==> src/rtl/sequenciador_varredura.sv <==
// sequenciador_varredura -- 8-position scan sequencer driving a 3x8 decoder.
// Latency: start -> first index on sel one edge later; each index dwells div+1 enabled cycles.
// Backpressure: none; i_en pauses the scan and i_stop aborts it on the next edge.
//
// Ports:
//   i_clk        single clock, rising edge
//   i_rst_n      asynchronous active-low reset
//   i_start      pulse, begins a scan from idle (ignored while scanning)
//   i_stop       abort back to idle; wins over i_start
//   i_en         run/pause while scanning
//   i_dir        0 = ascending, 1 = descending (captured on accepted start)
//   i_modo       0 = free-run with wrap, 1 = one-shot (captured on accepted start)
//   i_div        dwell period minus one, in clock cycles per index
//   o_sel        decoder select, bit-reversed index (o_sel[0] = idx[2])
//   o_hab        decoder enable, high while scanning
//   o_tick       one-cycle pulse in the first cycle a new index is shown
//   o_done       one-cycle pulse when a one-shot scan completes
//   o_ocupado    high while scanning or finishing
module sequenciador_varredura #(
  parameter int DIV_WIDTH = 8
) (
  input  logic                 i_clk,
  input  logic                 i_rst_n,
  input  logic                 i_start,
  input  logic                 i_stop,
  input  logic                 i_en,
  input  logic                 i_dir,
  input  logic                 i_modo,
  input  logic [DIV_WIDTH-1:0] i_div,
  output logic [2:0]           o_sel,
  output logic                 o_hab,
  output logic                 o_tick,
  output logic                 o_done,
  output logic                 o_ocupado
);

  localparam logic [1:0] S_OCIOSO = 2'd0;
  localparam logic [1:0] S_VARRE  = 2'd1;
  localparam logic [1:0] S_FIM    = 2'd2;

  localparam logic [DIV_WIDTH-1:0] PRESC_ONE = DIV_WIDTH'(1);

  // ---------------------------------------------------------------------------
  // State registers
  // ---------------------------------------------------------------------------
  logic [1:0]           r_state;
  logic [2:0]           r_idx;
  logic [DIV_WIDTH-1:0] r_presc;
  logic                 r_dir;
  logic                 r_modo;
  logic                 r_hab;
  logic                 r_tick;
  logic                 r_done;
  logic                 r_ocupado;

  // ---------------------------------------------------------------------------
  // Next-state wires
  // ---------------------------------------------------------------------------
  logic [1:0]           w_state_nxt;
  logic [2:0]           w_idx_nxt;
  logic [DIV_WIDTH-1:0] w_presc_nxt;
  logic                 w_dir_nxt;
  logic                 w_modo_nxt;
  logic                 w_tick_nxt;
  logic                 w_done_nxt;

  logic                 w_due;
  logic                 w_last;
  logic [2:0]           w_idx_step;

  // A step is due once the prescaler reaches div; ">=" rather than "==" so a
  // div lowered below the running count still steps on the next enabled cycle.
  assign w_due = (r_presc >= i_div);

  // Last index of the sweep in the captured direction.
  assign w_last = r_dir ? (r_idx == 3'd0) : (r_idx == 3'd7);

  // 3-bit arithmetic wraps naturally: 7+1 -> 0 and 0-1 -> 7.
  assign w_idx_step = r_dir ? (r_idx - 3'd1) : (r_idx + 3'd1);

  always_comb begin
    w_state_nxt = r_state;
    w_idx_nxt   = r_idx;
    w_presc_nxt = r_presc;
    w_dir_nxt   = r_dir;
    w_modo_nxt  = r_modo;
    w_tick_nxt  = 1'b0;
    w_done_nxt  = 1'b0;

    case (r_state)
      S_OCIOSO: begin
        if (i_start && !i_stop) begin
          w_state_nxt = S_VARRE;
          w_idx_nxt   = i_dir ? 3'd7 : 3'd0;
          w_presc_nxt = '0;
          w_dir_nxt   = i_dir;
          w_modo_nxt  = i_modo;
          w_tick_nxt  = 1'b1;
        end
      end

      S_VARRE: begin
        if (i_stop) begin
          // Abort: index is kept so sel keeps showing where the scan stopped.
          w_state_nxt = S_OCIOSO;
        end else if (i_en) begin
          if (w_due) begin
            w_presc_nxt = '0;
            if (r_modo && w_last) begin
              // One-shot end: finish without moving off the last index.
              w_state_nxt = S_FIM;
              w_done_nxt  = 1'b1;
            end else begin
              w_idx_nxt  = w_idx_step;
              w_tick_nxt = 1'b1;
            end
          end else begin
            w_presc_nxt = r_presc + PRESC_ONE;
          end
        end
      end

      S_FIM: begin
        // FIM always lasts one cycle; stop here has the same outcome.
        w_state_nxt = S_OCIOSO;
      end

      default: begin
        w_state_nxt = S_OCIOSO;
      end
    endcase
  end

  // ---------------------------------------------------------------------------
  // Sequential update; outputs derive from the next state so they are registered.
  // ---------------------------------------------------------------------------
  always_ff @(posedge i_clk or negedge i_rst_n) begin
    if (!i_rst_n) begin
      r_state   <= S_OCIOSO;
      r_idx     <= 3'd0;
      r_presc   <= '0;
      r_dir     <= 1'b0;
      r_modo    <= 1'b0;
      r_hab     <= 1'b0;
      r_tick    <= 1'b0;
      r_done    <= 1'b0;
      r_ocupado <= 1'b0;
    end else begin
      r_state   <= w_state_nxt;
      r_idx     <= w_idx_nxt;
      r_presc   <= w_presc_nxt;
      r_dir     <= w_dir_nxt;
      r_modo    <= w_modo_nxt;
      r_hab     <= (w_state_nxt == S_VARRE);
      r_tick    <= w_tick_nxt;
      r_done    <= w_done_nxt;
      r_ocupado <= (w_state_nxt != S_OCIOSO);
    end
  end

  // Bit-reversed wiring of the index register: the decoder's select LSB is
  // the index MSB, so y[idx] ends up being the active line.
  assign o_sel     = {r_idx[0], r_idx[1], r_idx[2]};
  assign o_hab     = r_hab;
  assign o_tick    = r_tick;
  assign o_done    = r_done;
  assign o_ocupado = r_ocupado;

endmodule

==> config.mk <==
export PLATFORM = sky130hd
export DESIGN_NAME = sequenciador_varredura
export DESIGN_NICKNAME = d
export VERILOG_FILES = /design/src/rtl/sequenciador_varredura.sv
export SDC_FILE = /design/constraint.sdc
export NUM_CORES = 1
export LEC_CHECK = 0
export BUFFER_PORTS_ARGS = -buffer_cell sky130_fd_sc_hd__buf_2
export CAP_MARGIN = 20
export CORE_MARGIN = 2
export CORE_UTILIZATION = 59
export CTS_CLUSTER_DIAMETER = 100
export CTS_CLUSTER_SIZE = 30
export DETAILED_ROUTE_END_ITERATION = 12
export GPL_TIMING_DRIVEN = 0
export PLACE_DENSITY_LB_ADDON = 0.1
export SLEW_MARGIN = 5
export SYNTH_ARGS = -nofsm -noshare
export SYNTH_HDL_FRONTEND = slang
export SYNTH_SLANG_ARGS = --single-unit
==> constraint.sdc <==
create_clock -name i_clk -period 4.5 [get_ports i_clk]
set_input_delay 0.9 -clock i_clk [delete_from_list [all_inputs] [get_ports i_clk]]
set_output_delay 0.9 -clock i_clk [all_outputs]
set_load 0.02 [all_outputs]
==> reports/qor.yml <==
run_status:
  outcome: "completed"
sta:
  report.final.hold_viol_count: 0
  hold_ws_ns: 0.506
  fmax_ghz: 0.443
  grt_setup_unrepaired: "false"
  transition_time_at_the_pin_with_the_least_slew_margin_ns: 0.421
  slew_violations: 0
  final_report_setup_violation_count: 0
  period_needed_ns: 2.26
  fin_crit_sh_pct: 50.2
  worst_slew_margin_rel_pct: 71.9
  skew_ns: 0.00199
  setup_tns_ns: 0
floorplan:
  ioPinCount: 22
  coreArea_mm2: 0.00200
  floorplan.rows: 16
  initial_core_utilization_pct: 64.1
  design.die.area_mm2: 0.00256
  fp.dieW_um: 50.6
  chipHeight_um: 50.6
routing:
  vias: 1132
  wl_per_cell_um: 13.7
  drc_errors: 0
  drt_wl_total_um: 2640
  drtAntennaViolNets: 0
  via_per_inst: 5.90
  drt_iter0_markers: 26
  drt_pass1_iterations: 4
synth:
  async_set_or_reset_flop_fraction_in_the_synthesized_netlist_pct: 100
  ys_warn_count: 0
  post_synth_instance_area_mm2: 0.00128
  yosys-top-cells-area: "sky130_fd_sc_hd__dfrtp_1 37%, sky130_fd_sc_hd__ha_1 8.8%, sky130_fd_sc_hd__inv_1 4.1%, sky130_fd_sc_hd__nand2_1 3.5%, sky130_fd_sc_hd__nand2b_1 2.4%"
  yosysSeqAreaShare_pct: 37.1
  yosys_most_used_dff: "sky130_fd_sc_hd__dfrtp_1"
  synth.largest_area_cell: "sky130_fd_sc_hd__dfrtp_1"
  synth_seq_cells: 19
  syn-mean-instance-area_um2: 9.16
  count_of_flip_flops_with_a_built_in_enable_after_synthesis: 0
  synth_fp_nets: 165
  synthCells: 140
  post-synth-top-area-fraction_pct: 37.1
  post_synth_num_cell_types: 43
job:
  max_capacitance_violation_total: 0
global_routing:
  grt_first_pass_wirelength_um: 4580
  first_global_vias: 1009
  track_usage_pct: 23.3
  grt_antenna_before_repair: 0
  grt_overflow: 0
  grt_start_max_net_pins: 20
setup_path:
  end_kind: "register"
  worst_ep_arrival_time_ns: 2.47
  cp-start-kind: "input pin"
  worst-endpoint-required_ns: 4.71
  setup.reg_to_reg.worst_slack_ns: 2.46
  worst-setup-path-type: "input pin to register"
  critical_path_peak_fanout: 10
clocking:
  cts_tree: "built"
  number_of_setup_buffers_added_after_cts: 0
  post_cts.resized_instances: 0
  htree_levels: 1
  cell_at_the_root_of_the_clock_tree: "sky130_fd_sc_hd__clkbuf_4"
  clk_pin_slew_ns: 0.11
  post_cts_hold_buffer_count: 0
  cts-buffers-inserted: 3
  clock_latency_of_the_later_clocked_register_in_the_worst_skew_pair_ns: 0.31
  cts_max_path_buffers: 2
  cts_num_sinks: 19
final_layout:
  postLayoutCellArea_mm2: 0.00145
  fin_cells: 192
  finalNetCount: 191
  post_route_cells_drive_above_1_share_pct: 21.2
  layout_commonest_cell: "sky130_fd_sc_hd__buf_2"
  layout-area-overhead-vs-synth_pct: 13.0
  antenna-diode-count: 0
  highest_count_cells_in_the_layout_ignoring_fill_and_taps: "21 x sky130_fd_sc_hd__buf_2, 19 x sky130_fd_sc_hd__dfrtp_1, 14 x sky130_fd_sc_hd__inv_1, 12 x sky130_fd_sc_hd__nand2_1, 9 x sky130_fd_sc_hd__ha_1"
placed_design:
  post-place-cells: 188
  place.detailed.hpwl_um: 2050
  placedInstanceArea_mm2: 0.00142
  gpl.final_weighted_congestion: 0.893
  place.port_buffers: 21
worst_hold_path:
  holdCritPathClass: "input pin to async pin"
power_and_ir_drop:
  peakVddDrop_mv: 0.288
  total_leakage_power_nw: 0.709
  power.density_cell_area_mw_per_mm2: 330
==> per-stage QoR <==
step	setup slack, ns	utilization, %	power (mW)
3_5_place_dp	1.92	71.0	0.391
6_report	2.24	72.4	0.478
3_3_place_gp	1.97	71.0	0.381
4_1_cts	2.25	72.4	0.480
5_1_grt	2.07	72.4	0.515
2_1_floorplan	2.25	-	0.341
==> final timing paths <==
check / to / from / depth (start not counted)
max: o_done / i_div[5] / 9
min: r_presc[6] / i_rst_n / 1
max reg2reg: o_done / r_presc[5] / 7
min reg2reg: r_modo / r_modo / 1
max in group asynchronous: r_state[0] / i_rst_n / 1
min in group i_clk: r_modo / r_modo / 1
==> final cells by class <==
type / count / area [µm²]
Multi-Input combinational cell: 102 / 728
Clock buffer: 3 / 22.5
Tap cell: 27 / 33.8
Fill cell: 170 / 553
Clock inverter: 1 / 5.00
Buffer: 5 / 26.3
Timing Repair Buffer: 21 / 105
Sequential cell: 19 / 475
Inverter: 14 / 52.6
==> routing by layer <==
layer | up-vias | wire [µm] | global-route usage, %
li1 | 562 | - | -
met1 | 532 | 1220 | 33.1
met2 | 34 | 1230 | 36.8
met3 | 4 | 139 | 2.68
met4 | 0 | 47 | 8.11
met5 | - | 0 | 0
==> state kept, by name (all words and copies together) (netlist names) <==
| name | cells |
|---|---|
| r_modo | 1 |
| r_dir | 1 |
| r_state | 2 |
| o_ocupado | 1 |
| o_hab | 1 |
| r_idx | 3 |
| o_tick | 1 |
| o_done | 1 |
| r_presc | 8 |
==> logic make-up after synthesis <==
logic type,after synthesis,synth area share [%]
simple gates,52,22.9
fa+ha+maj,10,10.3
mux,2,1.66
buf+inv,19,6.15
xor+xnor,2,1.37
compound gates,36,20.5
flops,19,37.1
==> report_power, final <==
group	leakage, nW	total, mW	internal (mW)	switching [mW]
sequential	0.239	0.224	0.195	0.0292
combinational	0.451	0.164	0.0724	0.0919
clock	0.0177	0.0898	0.0333	0.0565
total	0.709	0.478	0.301	0.178
==> synth_stat cells, types with 2 or more instances <==
cell and number:
sky130_fd_sc_hd__clkbuf_1 4, sky130_fd_sc_hd__nand3_1 5, sky130_fd_sc_hd__o31ai_1 2, sky130_fd_sc_hd__and3_1 2, sky130_fd_sc_hd__inv_1 14, sky130_fd_sc_hd__or3_1 3, sky130_fd_sc_hd__a41oi_1 3, sky130_fd_sc_hd__dfrtp_1 19
sky130_fd_sc_hd__a21o_1 2, sky130_fd_sc_hd__o21ai_0 6, sky130_fd_sc_hd__a31oi_1 4, sky130_fd_sc_hd__a21oi_1 4, sky130_fd_sc_hd__ha_1 9, sky130_fd_sc_hd__a21boi_2 2, sky130_fd_sc_hd__nor4_1 3, sky130_fd_sc_hd__nand2_1 12
sky130_fd_sc_hd__o22ai_1 2, sky130_fd_sc_hd__o211ai_1 2, sky130_fd_sc_hd__nor2b_1 4, sky130_fd_sc_hd__nand4_1 5, sky130_fd_sc_hd__nand2b_1 5, sky130_fd_sc_hd__o21a_1 2, sky130_fd_sc_hd__nor2_1 6
==> critical path, cell delays in order <==
cell	delay (ns)
sky130_fd_sc_hd__buf_2	0.07
sky130_fd_sc_hd__inv_1	0.03
sky130_fd_sc_hd__ha_1	0.30
sky130_fd_sc_hd__a21oi_1	0.14
sky130_fd_sc_hd__o21a_1	0.17
sky130_fd_sc_hd__clkbuf_1	0.34
sky130_fd_sc_hd__nand2b_1	0.27
sky130_fd_sc_hd__a21boi_2	0.10
sky130_fd_sc_hd__nor2b_1	0.15
(Power assumes the default switching activity.)
